## src/rtl/stream_pkg.sv

```systemverilog
//------------------------------------------------------------------------------
// stream_pkg -- shared helpers and types for the narrowing stream path.
// Revision: 1.0
//------------------------------------------------------------------------------
`default_nettype none

package stream_pkg;

  function automatic int ratio(int win, int wout);
    return (wout > 0) ? (win / wout) : 0;
  endfunction

  // Never returns 0 so index registers keep at least one bit.
  function automatic int idx_width(int r);
    return (r > 1) ? $clog2(r) : 1;
  endfunction

  typedef struct packed {
    logic valid;
    logic ready;
  } hs_flags_t;

  typedef enum logic [0:0] {
    ST_EMPTY = 1'b0,
    ST_DRAIN = 1'b1
  } ds_state_e;

endpackage

`default_nettype wire

```

## src/rtl/stream_downsizer.sv

```systemverilog
//------------------------------------------------------------------------------
// stream_downsizer -- splits each wide word into WIDTH_IN/WIDTH_OUT beats, LSB lane first.
// Optional STREAM_DOWNSIZER_LAST_EN adds us_last/ds_last packet framing.
// Revision: 1.0
//------------------------------------------------------------------------------
`default_nettype none

module stream_downsizer
  import stream_pkg::*;
#(
  parameter int WIDTH_IN  = 512,
  parameter int WIDTH_OUT = 64
) (
  input  logic                 clk,
  input  logic                 rst,
  input  logic                 us_valid,
  input  logic [WIDTH_IN-1:0]  us_data,
  output logic                 us_ready,
`ifdef STREAM_DOWNSIZER_LAST_EN
  input  logic                 us_last,
  output logic                 ds_last,
`endif
  output logic                 ds_valid,
  output logic [WIDTH_OUT-1:0] ds_data,
  input  logic                 ds_ready
);

  localparam int RATIO = ratio(WIDTH_IN, WIDTH_OUT);
  localparam int IDXW  = idx_width(RATIO);
  localparam logic [IDXW-1:0] c_IDX_LAST = IDXW'(RATIO - 1);

  generate
    if (WIDTH_OUT <= 0 || RATIO < 2 || (RATIO * WIDTH_OUT) != WIDTH_IN) begin : g_bad_cfg
      $error("stream_downsizer: WIDTH_OUT must divide WIDTH_IN with a ratio of at least 2");
    end
  endgenerate

  ds_state_e           r_state;
  ds_state_e           w_state_nxt;
  logic [IDXW-1:0]     r_idx;
  logic [IDXW-1:0]     w_idx_nxt;
  logic [WIDTH_IN-1:0] r_buf;
  logic [WIDTH_IN-1:0] w_buf_nxt;

  logic      w_full;
  logic      w_last_beat;
  logic      w_us_fire;
  logic      w_ds_fire;
  hs_flags_t w_us_hs;
  hs_flags_t w_ds_hs;

  assign w_full      = (r_state == ST_DRAIN);
  assign w_last_beat = w_full && (r_idx == c_IDX_LAST);

  // Refill only when empty or while the final beat leaves; no path from us_valid.
  assign us_ready = !w_full || (w_last_beat && ds_ready);
  assign ds_valid = w_full;
  assign ds_data  = r_buf[int'(r_idx) * WIDTH_OUT +: WIDTH_OUT];

  assign w_us_hs   = '{valid: us_valid, ready: us_ready};
  assign w_ds_hs   = '{valid: ds_valid, ready: ds_ready};
  assign w_us_fire = w_us_hs.valid && w_us_hs.ready;
  assign w_ds_fire = w_ds_hs.valid && w_ds_hs.ready;

  always_comb begin
    w_state_nxt = r_state;
    w_idx_nxt   = r_idx;
    w_buf_nxt   = r_buf;
    if (w_us_fire) begin
      w_state_nxt = ST_DRAIN;
      w_idx_nxt   = '0;
      w_buf_nxt   = us_data;
    end else if (w_ds_fire) begin
      if (w_last_beat) begin
        w_state_nxt = ST_EMPTY;
        w_idx_nxt   = '0;
      end else begin
        w_idx_nxt   = r_idx + 1'b1;
      end
    end
  end

  always_ff @(posedge clk or negedge rst) begin
    if (!rst) begin
      r_state <= ST_EMPTY;
      r_idx   <= '0;
      r_buf   <= '0;
    end else begin
      r_state <= w_state_nxt;
      r_idx   <= w_idx_nxt;
      r_buf   <= w_buf_nxt;
    end
  end

`ifdef STREAM_DOWNSIZER_LAST_EN
  logic r_last;

  always_ff @(posedge clk or negedge rst) begin
    if (!rst) begin
      r_last <= 1'b0;
    end else if (w_us_fire) begin
      r_last <= us_last;
    end
  end

  assign ds_last = w_last_beat && r_last;
`endif

endmodule

`default_nettype wire
```

## config.mk

```make
export PLATFORM = sky130hd
export DESIGN_NAME = stream_downsizer
export DESIGN_NICKNAME = d
export VERILOG_FILES = /design/src/rtl/stream_pkg.sv /design/src/rtl/stream_downsizer.sv
export SDC_FILE = /design/constraint.sdc
export NUM_CORES = 1
export LEC_CHECK = 0
export CAP_MARGIN = 10
export CORE_AREA = 2 2 224 226
export DETAILED_ROUTE_END_ITERATION = 6
export DIE_AREA = 0 0 226 228
export HOLD_SLACK_MARGIN = 0.06
export PLACE_DENSITY = 0.77
export SYNTH_ARGS = -nofsm -noshare
export SYNTH_HDL_FRONTEND = slang
export SYNTH_SLANG_ARGS = --single-unit
export TNS_END_PERCENT = 30
```

## constraint.sdc

```tcl
create_clock -name clk -period 3.43 [get_ports clk]
set_clock_uncertainty 0.05 [all_clocks]
set_input_delay 0.686 -clock clk [delete_from_list [all_inputs] [get_ports clk]]
set_output_delay 0.686 -clock clk [all_outputs]
set_load 0.05 [all_outputs]
```

# Word level (Yosys, flattened, before mapping)

Cells that the tools add are included.

Bits in registers: 516
Bits in latches: 0
Memory bits (writable): 0
ROM bits: 0
Bits of input ports: 516
Output and inout bits: 66
Word-level logic and storage cells: 21
Memories kept: 0

Add/sub/neg operators: 1
Multipliers: 0
Divide/modulo/power cells: 0
$lt $le $gt $ge: 0
Eq/ne operators: 1
Shift operators: 1
Mux-type cells: 6
Bitwise gates (word level): 0
Reductions and logical operators: 9

Operators with widths:

| operator                                     | count |
|---|---|
| variable part select 512 x 10 -> 64 bit      | 1 |
| two-way mux 3 bit                            | 3 |
| logical AND 1 bit                            | 4 |
| nonzero test 2 bit                           | 2 |
| adder 3 x 1 -> 3 bit (second input constant) | 1 |
| equality test 3 bit (second input constant)  | 1 |
| two-way mux 1 bit                            | 3 |
| AND reduction 2 bit                          | 1 |
| zero test 1 bit                              | 1 |
| logical OR 1 bit                             | 1 |

# Depth between registers and ports, before layout

Depth after elaboration: 7
Depth in mapped cells: 7
Depth with buffers taken out: 5

# Worst setup path after synthesis

OpenSTA, ideal clock, no wires.

Path type: register to output
From: register r_idx[0]
To: output ds_data[55]
Data arrival time: 1662 ps
Setup slack: 1032 ps
Stages on the path, launching flop included: 5
Cells stage by stage: dfrtp_1 > buf_6 > buf_4 > mux4_2 > mux2_2

Longest elaborated chain between the ends: 1

Ends and longest elaborated chain:

| what                                    | line                   | RTL |
|---|---|---|
| from (decl)                             | stream_downsizer.sv:40 | `logic [IDXW-1:0] r_idx;` |
| from (signal assigned)                  | stream_downsizer.sv:90 | `r_idx <= w_idx_nxt;` |
| variable part select 512 x 10 -> 64 bit | stream_downsizer.sv:58 | `assign ds_data = r_buf[int'(r_idx) * WIDTH_OUT +: WIDTH_OUT];` |
| to (decl)                               | stream_downsizer.sv:24 | `output logic [WIDTH_OUT-1:0] ds_data,` |

Every way passes these cells.

# Worst setup path after layout

From: register r_idx[2]
To: output ds_data[19]

Same word-level chain as after synthesis.

==> results by group <==
Status
  • Status: complete, no violations

CTS
  • Worst-Skew Late Latency: 0.59 ns
  • CTS tree: built
  • Post-CTS Resized: 0
  • Post-CTS setup repair buffer count: 2
  • Post-CTS Hold Buffers: 0
  • H-Tree Depth: 2
  • Number of clock sinks: 516
  • Clk buf depth: 3
  • Clock Pin Slew Worst Setup and Hold Paths: 0.06 ns
  • Root buf cell: clkbuf_16
  • Total CTS buffers: 56

Final layout
  • Commonest non-fill, non-tap cell in the layout: mux2_2
  • Synthesis-to-finish area growth: 37.4%
  • Layout cells sized above 1: 0.468
  • Area of the multi-input gates: around 9500 um2
  • Nets: 2432
  • Design Area, Final: 31600 um2
  • Most frequent cells in the layout: mux2_2 (577), clkdlybuf4s50_1 (515), dfrtp_1 (513), mux4_2 (128), buf_4 (81)
  • Core Util, Final: 0.640
  • Fillers: 3564
  • FF+latch area: 12900 um2

Timing
  • Min Tclk post-route: 3.31 ns
  • Final setup viols: 0
  • RSZ-0062 raised after global routing: false
  • Final Max Slew Viols: 0
  • Final hold vios: 0
  • Slew margin rel.: 0.514
  • F_max: 302 MHz
  • Worst slew pin tran: 0.729 ns
  • Setup_tns: 0 ns
  • Crit share post-route: 0.964

Global routing
  • Overflow after GRT: 0
  • Largest net degree at the start of global routing: 81
  • Antenna violations before repair: 36
  • All-Layer GR Usage: 0.244
  • First-pass GRT wire length: 94400 um
  • Number of global-route vias before repair: 16.0k

Power and ir drop
  • Pint: 19400 uW
  • Comb pwr share: 0.427
  • Part of the power in registers: 0.362
  • Power Density: 938 nW/um2
  • Psw: 10200 uW
  • Leak: 0.0135 uW
  • Maximum vdd drop: 0.794 mV
  • Net Sw Frac: 0.345
  • Clock Power Share: 0.211

Drt
  • Antenna-violating nets left: 0
  • DRC violations left: 0
  • Drt initial violations: 660
  • Drt first pass iters: 4
  • Metal3 WL: 4040 um
  • WL/cell: 23.5 um
  • Vias per cell: 5.31
  • M1 wire length: 24100 um
  • Routed via count: 14.1k
  • Final wirelength: 62600 um
  • Met2 WL: around 32000 um
  • Top Layer Used: met5

Logic synthesis
  • Post-synth design cell area: 23000 um2
  • Register area share after synthesis: 0.562
  • Avg Cell Area, Syn: 17.4 um2
  • Synth Net Count: 1841
  • Register bit total from synthesis: around 520
  • Gate Count Post-Synth: ~1.3k
  • Post-synth cell types: 16
  • Synth warn: 0

Placement
  • # port buffers: 581
  • Final Wtd Congestion: 0.865
  • DP HPWL: 45700 um
  • Post-DP Area: 29500 um2

Die
  • Initial core utilization: 0.465
  • Die X: 226 um
  • Rows: 82
  • Die height: approximately 230 um
  • I/O Pins: 582
  • Core footprint: 49300 um2
  • Die area: between 50000 and 60000 um2

Run
  • Max Cap Viol: 0

Worst setup path
  • Reg2Reg Depth: 7
  • Worst path required time: about 2.7 ns
  • Crit. End Element: output port
  • Crit path kind: flop to output port
  • Crit path max fanout: 58
  • Critical path arrival: between 2 and 3 ns
  • Worst setup SP type: flop

Hold path
  • HP Class: input pin to async pin
-- Yosys cell counts --
master	n	area (um2)
buf_6	11	124
mux2_2	577	6500
a21oi_1	1	5.00
nor2_1	1	3.75
mux4_2	128	2880
clkbuf_1	10	37.5
buf_2	38	190
nand2_1	1	3.75
mux2i_1	1	10.0
a22o_1	2	17.5
nand2b_1	1	6.26
dfrtp_1	516	12900
a21bo_2	1	10.0
ha_1	2	25.0
buf_4	32	240
nand2_2	1	6.26
-- layer usage --
metal / vias up / track usage
met5: - / 0
met4: 14 / 0.128
met3: 150 / 0.0632
met2: 455 / 0.405
met1: 7337 / 0.293
li1: 6177 / -
-- final timing paths --
path	slack, ns	from	to
worst max-delay path	0.12	r_idx[2]	ds_data[19]
worst min register to register	0.45	r_buf[387]	r_buf[387]
worst max register to register	0.64	r_idx[0]	r_buf[386]
min in group clk	0.45	r_buf[387]	r_buf[387]
worst min-delay path	0.08	rst	r_buf[62]
max in group asynchronous	2.37	rst	r_buf[401]
-- worst max-delay path, stage by stage, from the launching register on --
cell and delay, ns:
dfrtp_4 0.61, buf_12 0.33, mux4_2 0.43, mux2_2 0.30
buf_4 0.19
-- per-stage QoR --
step,setup slack [ns],power [uW],hold slack [ns],cells
after floorplan,1.03,19400,0.340,1323
after global placement,0.629,23000,0.431,2526
after detailed placement,0.604,23500,0.437,2526
after CTS,0.0722,29900,0.0718,2632
after global routing,0.0110,31000,0.115,2659
final,0.124,29600,0.0831,2661
-- cells by family after synthesis --
kind of cell               after synthesis  synth area share
muxes                                  706             0.409
DFF                                    516             0.562
buffers and inverters                   91            0.0258
and+or+nand+nor                          4          0.000871
AOI/OAI and AO/OA                        4           0.00142
adders and majority gates                2           0.00109
-- state kept, by name, summed over array words and instances, names as in the netlist --
signal / count
r_buf: 512
r_idx: 3
ds_valid: 1
-- layout make-up --
| cell class | instances | share of cell area |
|---|---|---|
| multi-input combinational | 716 | 0.300 |
| clock inverter | 29 | 0.00971 |
| sequential | 516 | 0.409 |
| antenna | 29 | 0.00230 |
| clock buffer | 75 | 0.0514 |
| timing repair buffer | 624 | 0.200 |
| tap | 672 | 0.0266 |
-- power groups by stage --
stage	clock network [uW]	logic (uW)	registers, uW
after floorplan	0	9400	10000
after global placement	0	12400	10600
after detailed placement	0	12700	10800
after CTS	6370	12800	10700
after global routing	6640	13300	11000
final	6240	12700	10700
(Power assumes the default switching activity.)
